==> config.mk <==
export PLATFORM = sky130hd
export DESIGN_NAME = adc_safety_monitor
export DESIGN_NICKNAME = d
export VERILOG_FILES = /design/src/rtl/adc_safety_monitor.sv
export SDC_FILE = /design/constraint.sdc
export NUM_CORES = 1
export LEC_CHECK = 0
export CORE_MARGIN = 4
export CORE_UTILIZATION = 35
export CTS_CLUSTER_DIAMETER = 80
export DETAILED_ROUTE_END_ITERATION = 6
export SYNTH_ARGS = -nofsm -noshare
export SYNTH_HDL_FRONTEND = slang
export SYNTH_SLANG_ARGS = --single-unit
export TNS_END_PERCENT = 100
==> constraint.sdc <==
create_clock -name clk -period 2.6 [get_ports clk]
set_clock_uncertainty 0.05 [all_clocks]
set_input_delay 0.52 -clock clk [delete_from_list [all_inputs] [get_ports clk]]
set_output_delay 0.52 -clock clk [all_outputs]
set_load 0.02 [all_outputs]
==> src/rtl/adc_safety_monitor.sv <==
// ADC safety monitor: checks that every laser pulse is answered by one well-formed,
// in-window ADC sample before a timeout, and latches a fault that drops the laser permit.
module adc_safety_monitor #(
  parameter int MAX_CONSEC     = 3,
  parameter int TIMEOUT_CYCLES = 200
) (
  input  logic        clk,
  input  logic        rstn,
  input  logic        laser_pulse,
  input  logic        adc_data_valid,
  input  logic [15:0] adc_data_value,
  input  logic [11:0] thr_low,
  input  logic [11:0] thr_high,
  input  logic        fault_clear,
  output logic        laser_enable,
  output logic        fault,
  output logic [2:0]  fault_code,
  output logic [11:0] last_sample,
  output logic [15:0] sample_count
);

  typedef enum logic [1:0] {
    S_IDLE  = 2'd0,
    S_WAIT  = 2'd1,
    S_EVAL  = 2'd2,
    S_FAULT = 2'd3
  } state_t;

  localparam logic [2:0] CODE_NONE     = 3'd0;
  localparam logic [2:0] CODE_LOW      = 3'd1;
  localparam logic [2:0] CODE_HIGH     = 3'd2;
  localparam logic [2:0] CODE_TIMEOUT  = 3'd3;
  localparam logic [2:0] CODE_FORMAT   = 3'd4;
  localparam logic [2:0] CODE_SPURIOUS = 3'd5;

  localparam logic [3:0]  MAX_C        = 4'(MAX_CONSEC);
  localparam logic [15:0] TIMEOUT_LAST = 16'(TIMEOUT_CYCLES - 1);

  state_t      r_state;
  state_t      w_state_nxt;
  logic        r_laser_pulse_d;
  logic [15:0] r_timer;
  logic [15:0] w_timer_nxt;
  logic [11:0] r_sample;
  logic [11:0] w_sample_nxt;
  logic [3:0]  r_consec;
  logic [3:0]  w_consec_nxt;
  logic [2:0]  w_cause;

  logic        r_laser_enable;
  logic        r_fault;
  logic [2:0]  r_fault_code;
  logic [11:0] r_last_sample;
  logic [15:0] r_sample_count;

  logic        w_laser_enable_nxt;
  logic        w_fault_nxt;
  logic [2:0]  w_fault_code_nxt;
  logic [11:0] w_last_sample_nxt;
  logic [15:0] w_sample_count_nxt;

  logic        w_rise;
  logic        w_low;
  logic        w_high;

  assign w_rise = laser_pulse & ~r_laser_pulse_d;
  // LOW is tested first, so an inverted window (thr_low > thr_high) rejects every code.
  assign w_low  = (r_sample < thr_low);
  assign w_high = ~w_low & (r_sample > thr_high);

  // State register and datapath registers.
  // NOTE: sequential state uses non-blocking assignments so every register
  // samples the pre-edge values regardless of statement order.
  always_ff @(posedge clk or negedge rstn) begin
    if (!rstn) begin
      r_state         <= S_IDLE;
      r_laser_pulse_d <= 1'b0;
      r_timer         <= 16'd0;
      r_sample        <= 12'd0;
      r_consec        <= 4'd0;
    end else begin
      r_state         <= w_state_nxt;
      r_laser_pulse_d <= laser_pulse;
      r_timer         <= w_timer_nxt;
      r_sample        <= w_sample_nxt;
      r_consec        <= w_consec_nxt;
    end
  end

  // Next-state logic.
  // NOTE: every signal driven here gets a default first, so no path can leave
  // one unassigned and infer a latch.
  always_comb begin
    w_state_nxt  = r_state;
    w_timer_nxt  = 16'd0;
    w_sample_nxt = r_sample;
    w_consec_nxt = r_consec;
    w_cause      = CODE_NONE;
    unique case (r_state)
      S_IDLE: begin
        if (adc_data_valid) begin
          w_state_nxt = S_FAULT;
          w_cause     = CODE_SPURIOUS;
        end else if (w_rise) begin
          w_state_nxt = S_WAIT;
        end
      end
      S_WAIT: begin
        if (adc_data_valid) begin
          if (adc_data_value[15:12] != 4'd0) begin
            w_state_nxt = S_FAULT;
            w_cause     = CODE_FORMAT;
          end else begin
            w_sample_nxt = adc_data_value[11:0];
            w_state_nxt  = S_EVAL;
          end
        end else if (r_timer == TIMEOUT_LAST) begin
          w_state_nxt = S_FAULT;
          w_cause     = CODE_TIMEOUT;
        end else begin
          w_timer_nxt = r_timer + 16'd1;
        end
      end
      S_EVAL: begin
        if (w_low || w_high) begin
          w_consec_nxt = r_consec + 4'd1;
        end else begin
          w_consec_nxt = 4'd0;
        end
        if (w_consec_nxt >= MAX_C) begin
          w_state_nxt = S_FAULT;
          w_cause     = w_low ? CODE_LOW : CODE_HIGH;
        end else begin
          w_state_nxt = S_IDLE;
        end
      end
      S_FAULT: begin
        // A clear is only honoured while the laser request is low.
        if (fault_clear && !laser_pulse) begin
          w_state_nxt  = S_IDLE;
          w_consec_nxt = 4'd0;
        end
      end
      default: w_state_nxt = S_IDLE;
    endcase
  end

  // Output logic: computed from the next state so outputs change on the same
  // edge the state does.
  always_comb begin
    w_laser_enable_nxt = (w_state_nxt != S_FAULT);
    w_fault_nxt        = (w_state_nxt == S_FAULT);
    w_fault_code_nxt   = CODE_NONE;
    if (w_state_nxt == S_FAULT) begin
      w_fault_code_nxt = (r_state == S_FAULT) ? r_fault_code : w_cause;
    end
    w_last_sample_nxt  = r_last_sample;
    w_sample_count_nxt = r_sample_count;
    if (r_state == S_EVAL) begin
      w_last_sample_nxt = r_sample;
      if (r_sample_count != 16'hFFFF) begin
        w_sample_count_nxt = r_sample_count + 16'd1;
      end
    end
  end

  always_ff @(posedge clk or negedge rstn) begin
    if (!rstn) begin
      r_laser_enable <= 1'b0;
      r_fault        <= 1'b0;
      r_fault_code   <= CODE_NONE;
      r_last_sample  <= 12'd0;
      r_sample_count <= 16'd0;
    end else begin
      r_laser_enable <= w_laser_enable_nxt;
      r_fault        <= w_fault_nxt;
      r_fault_code   <= w_fault_code_nxt;
      r_last_sample  <= w_last_sample_nxt;
      r_sample_count <= w_sample_count_nxt;
    end
  end

  assign laser_enable = r_laser_enable;
  assign fault        = r_fault;
  assign fault_code   = r_fault_code;
  assign last_sample  = r_last_sample;
  assign sample_count = r_sample_count;

endmodule

Word level (Yosys, flattened, before mapping)
Cells that the tools add are included.
{"block": "word_totals", "elab_cells": 63, "reg_bits": 68, "in_bits": 45, "out_inout_bits": 33}
{"block": "classes", "n_lt_le_gt_ge": 3, "muxes": 24, "eq_ne": 9, "reduce_logical": 9, "n_bitwise": 5, "addsub": 3}
{"cell": "2-to-1 mux 16 bit", "n": 3}
{"cell": "adder 16 x 1 -> 16 bit (second input constant)", "n": 2}
{"cell": "2-to-1 mux 2 bit", "n": 9}
{"cell": "equality test 16 x 8 -> 1 bit (second input constant)", "n": 1}
{"cell": "inequality test 16 bit (second input constant)", "n": 1}
{"cell": "2-to-1 mux 3 bit", "n": 5}
{"cell": "> comparator 12 bit", "n": 1}
{"cell": "< comparator 12 bit", "n": 1}
{"cell": "2-to-1 mux 4 bit", "n": 3}
{"cell": "case mux 3 bit (3 select lines)", "n": 1}
{"cell": "case mux 2 bit (4 select lines)", "n": 1}
{"cell": "case mux 4 bit (2 select lines)", "n": 1}
{"cell": "equality test 2 bit (second input constant)", "n": 3}
{"cell": "inequality test 2 bit (second input constant)", "n": 3}
{"cell": "adder 4 x 1 -> 4 bit (second input constant)", "n": 1}
{"cell": ">= comparator 4 x 2 -> 1 bit (second input constant)", "n": 1}
{"cell": "AND reduction 2 bit", "n": 2}
{"cell": "nonzero test 4 bit", "n": 1}
{"cell": "inverter 1 bit", "n": 3}
{"cell": "AND reduction 3 bit", "n": 1}
{"cell": "AND 1 bit", "n": 2}
{"cell": "equality test 2 x 1 -> 1 bit (second input constant)", "n": 1}
{"cell": "zero test 2 bit", "n": 1}
{"cell": "nonzero test 2 bit", "n": 1}
{"cell": "other kinds (4)", "n": 4}

Longest topological paths before layout
{"block": "depth", "ltp_word": 11, "mapped_depth": 8, "mapped_depth_nobuf": 8}

Worst setup path before layout
No wires, ideal clock.
{"block": "synth_path", "kind": "input port to flip-flop", "startpoint": "input thr_high[9]", "endpoint": "register r_fault_code[2] (netlist: fault_code[2])", "t_arrival_ns": 2.080, "setup_ns": 0.131, "path_slack_ns": 0.339, "path_buffers": 0, "required_time_ns": 2.419, "path_stages": 8, "cell_sequence": "inv_1 > ha_1 > a21oi_2 > o21ai_1 > a2111o_1 > o2111a_2 > a311oi_4 > nor2_1"}
{"block": "synth_between", "elab_chain_len": 10, "word_cells_on_any_way": 11, "cone_classes": "order compare: 2; eq/ne: 2; mux: 5; bitwise: 1; reduce/logical: 1"}
{"element": "from (decl)", "line": "13", "rtl": "input logic [11:0] thr_high,"}
{"element": "> comparator 12 bit (*)", "line": "69", "rtl": "assign w_high = ~w_low & (r_sample > thr_high);"}
{"element": "AND 1 bit (*)", "line": "69"}
{"element": "logical OR 1 bit (*)", "line": "125", "rtl": "if (w_low || w_high) begin"}
{"element": "2-to-1 mux 4 bit (*)", "line": "125"}
{"element": "2-to-1 mux 4 bit (*)", "line": "99", "rtl": "unique case (r_state)"}
{"element": ">= comparator 4 x 2 -> 1 bit (*)", "line": "130", "rtl": "if (w_consec_nxt >= MAX_C) begin"}
{"element": "2-to-1 mux 2 bit (*)", "line": "130"}
{"element": "case mux 2 bit (4 select lines) (*)", "line": "99"}
{"element": "equality test 2 bit (*)", "line": "154", "rtl": "if (w_state_nxt == S_FAULT) begin"}
{"element": "inequality test 2 bit (no source line) or 2-to-1 mux 3 bit (tied branches)"}
{"element": "to (signal assigned)", "line": "177", "rtl": "r_fault_code <= w_fault_code_nxt;"}
{"element": "to (decl)", "line": "52", "rtl": "logic [2:0] r_fault_code;"}
Every way passes the cells marked *; elsewhere a longest branch is shown, timed or not. The select of a mux whose other input is x is not followed.
A chain may end at the register's enable or synchronous reset.

Final worst setup path
{"block": "layout_path", "startpoint": "input thr_high[11]", "endpoint": "register r_fault_code[2] (netlist: fault_code[2])"}
Same word-level chain as after synthesis.

==> flow_summary.json <==
{
  "die_height_um": 110,
  "synth_top_family_by_area": "simple AND/OR/NAND/NOR gates",
  "start_util": 0.366,
  "grt_pass1_wl_um": 14100,
  "area_growth_pct": 33.1,
  "required_ps": 2770,
  "cap_violations": 0,
  "synth_top_cell_by_area": "dfrtp_1",
  "syn_area_um2": 3640,
  "clock_tree.buffer_depth": 2,
  "path_max_fanout": 4,
  "reg2reg_to": "fault_code[2]$_DFFE_PN0P_",
  "grt_use_total": 0.149,
  "port_buffers": 77,
  "finalHoldViolations": 0,
  "fmax_ghz": 0.400,
  "ys_ff_latch": 68,
  "viasPerCell": 4.82,
  "cts_made_buffers": 9,
  "status": "finished clean",
  "antenna_found_initial": 0,
  "ant_nets": 0,
  "cp-end-kind": "flop",
  "drtPass1Iterations": 4,
  "rows": 36,
  "drt-wirelength-per-cell_um": 14.2,
  "wl_um": 8500,
  "post_cts_buffers": 0,
  "ir_worst_vdd_v": 0.000369,
  "worstMarginPinSlew_ps": 527,
  "critPathKind": "in2reg",
  "htreeDepth": 3,
  "leakage_nw": 2.23,
  "ios": 78,
  "finalPower_w": 0.00409,
  "rsz0062_at_grt": "false",
  "fp.coreArea_um2": 9950,
  "p_per_area_nw_per_um2": 845,
  "gp_congestion": 0.828,
  "drt_iter0_drc": 93,
  "postSynth.asyncResetShare": 1.00,
  "synthAdderAreaFrac": 0.0893,
  "ys_top_cells_by_count": "dfrtp_1, nand2_1, nor2_1",
  "final_nets": 531,
  "netlist-cell-type-count": 46,
  "synth_top_area_frac": 0.467,
  "finalCritPeriodShare": 0.961,
  "ff2ff_path_depth": 7,
  "place_inst": 582,
  "worstSetupStartpointType": "primary input",
  "period_needed_ps": 2500,
  "synth_cells": 368,
  "synth_compound_gate_area_share": 0.103,
  "dp_hpwl_um": 6360,
  "insertion_delay_ps": 350,
  "vias": 2880,
  "grt-ovfl-total": 0,
  "synthTopCellsByArea": "dfrtp_1, ha_1, nand2_1",
  "rrSetupSlack_ps": 330,
  "drive_above_1_share": 0.116,
  "ys.flop_type": "dfrtp_1",
  "yosysWarnings": 0,
  "grt_start_max_net_pins": 50,
  "synth_xor_xnor_area_share": 0.0722,
  "finalNonFillerCells": 598,
  "insertedDiodeCount": 0,
  "relSlewSlack": 0.649,
  "syn_area_per_cell_um2": 9.89,
  "synth-simple-area-share": 0.190,
  "route.detailed.drc": 0,
  "die_area_um2": 12100,
  "synth_most_common_cell": "dfrtp_1",
  "grt_pass1_vias": 2973,
  "worstHoldPathType": "in2async",
  "maxSlewViolCount": 0,
  "ys_seq_area_frac": 0.467,
  "timing.rr.start": "r_sample[11]$_DFFE_PN0P_",
  "setup_viol": 0,
  "clk_pin_slew_ps": 80,
  "muxShareOfSynthArea": 0.0402,
  "cts_tree": "yes",
  "root_buffer": "clkbuf_8",
  "numClockSinks": 68,
  "hold_buffers": 0,
  "syn_nets": 439,
  "cp.arrival_ps": 2670,
  "synth_edf_count": 0,
  "die_x_um": 110
}
==> worst max path at each step <==
stage               cells past startpoint                         to         start  slack (ps)
floorplan                               8  fault_code[2]$_DFFE_PN0P_   thr_high[9]         340
global placement                        9  fault_code[2]$_DFFE_PN0P_  thr_high[11]        -240
detailed placement                      9  fault_code[2]$_DFFE_PN0P_   thr_high[9]        -300
CTS                                     9  fault_code[2]$_DFFE_PN0P_   thr_high[9]          70
global route                            9  fault_code[2]$_DFFE_PN0P_   thr_high[9]          20
finish                                  9  fault_code[2]$_DFFE_PN0P_  thr_high[11]         100
==> layer usage <==
metal  track usage  wire (um)
met4        0.0294         68
met3        0.0443        478
met2         0.238       3970
met5             0          0
met1         0.200       3980
==> cell type report <==
class                           count  area, um^2
Sequential cell                    68        1700
Inverter                           29         109
Tap cell                          133         166
Clock inverter                      7        77.6
Multi-Input combinational cell    264        1810
Timing Repair Buffer               88         861
Fill cell                         938        5110
Clock buffer                        9         124
==> critical path, stage by stage <==
cell and delay (ps):
clkdlybuf4s50_1 450, inv_1 40, ha_1 320, a21oi_2 150
o21ai_1 100, a2111o_1 320, o2111a_2 310, a311oi_4 360
nor2_1 90
==> stage by stage <==
step                setup TNS, ps  setup WS, ps  cell area, um^2  hold slack [ps]   util
detailed placement          -2560          -299             4640              416  0.466
finish                          0           103             4840             83.4  0.487
CTS                             0          67.1             4840             89.0  0.486
floorplan                       0           339             3640              174      -
global route                    0          20.6             4840              105  0.487
global placement            -2080          -237             4640              409  0.466
==> cells by family after synthesis <==
kind of cell    count (synthesis)
compound gates                 48
flops                          68
mux                            13
buf+inv                        36
fa+ha+maj                      26
simple gates                  147
xor+xnor                       30
==> report_power, final <==
| part | switching [W] | internal (W) | leakage, nW | total [W] |
|---|---|---|---|---|
| logic | 0.000842 | 0.000790 | 1.23 | 0.00163 |
| clock network | 0.000439 | 0.000445 | 0.0877 | 0.000884 |
| registers | 0.000264 | 0.00131 | 0.908 | 0.00157 |
==> state kept, by name, indices dropped and copies added, names as in the netlist <==
register and count:
r_timer 16, last_sample 12, laser_enable 1, r_consec 4, r_laser_pulse_d 1, r_state 2, fault 1, r_sample 12
fault_code 3, sample_count 16
==> repair_timing <==
action	in CTS	in global routing
endpoints found under the hold margin	0	0
setup endpoints to repair	0	4
gates resized for setup	0	1
==> cells in the final DEF, fill, tap and decap left out, types with 3 or more instances in the layout <==
cell             Yosys  final
clkdlybuf4s50_1      0     76
dfrtp_1             68     68
nand2_1             59     59
nor2_1              33     33
inv_1               29     29
ha_1                26     26
xnor2_1             18     18
nand3_1             14     14
mux2_2              13     13
xor2_1              12     12
o21ai_0             11     11
buf_4                0     10
clkbuf_8             0      9
nand4_1              8      8
a21oi_1              8      7
and3_1               7      7
nor3_1               6      6
o21ai_1              4      4
nor2b_1              4      4
clkinvlp_4           0      4
nand2b_1             3      3
a211oi_1             3      3
a21oi_2              2      3
o21a_1               3      3
Power figures use the tool's default switching activity.
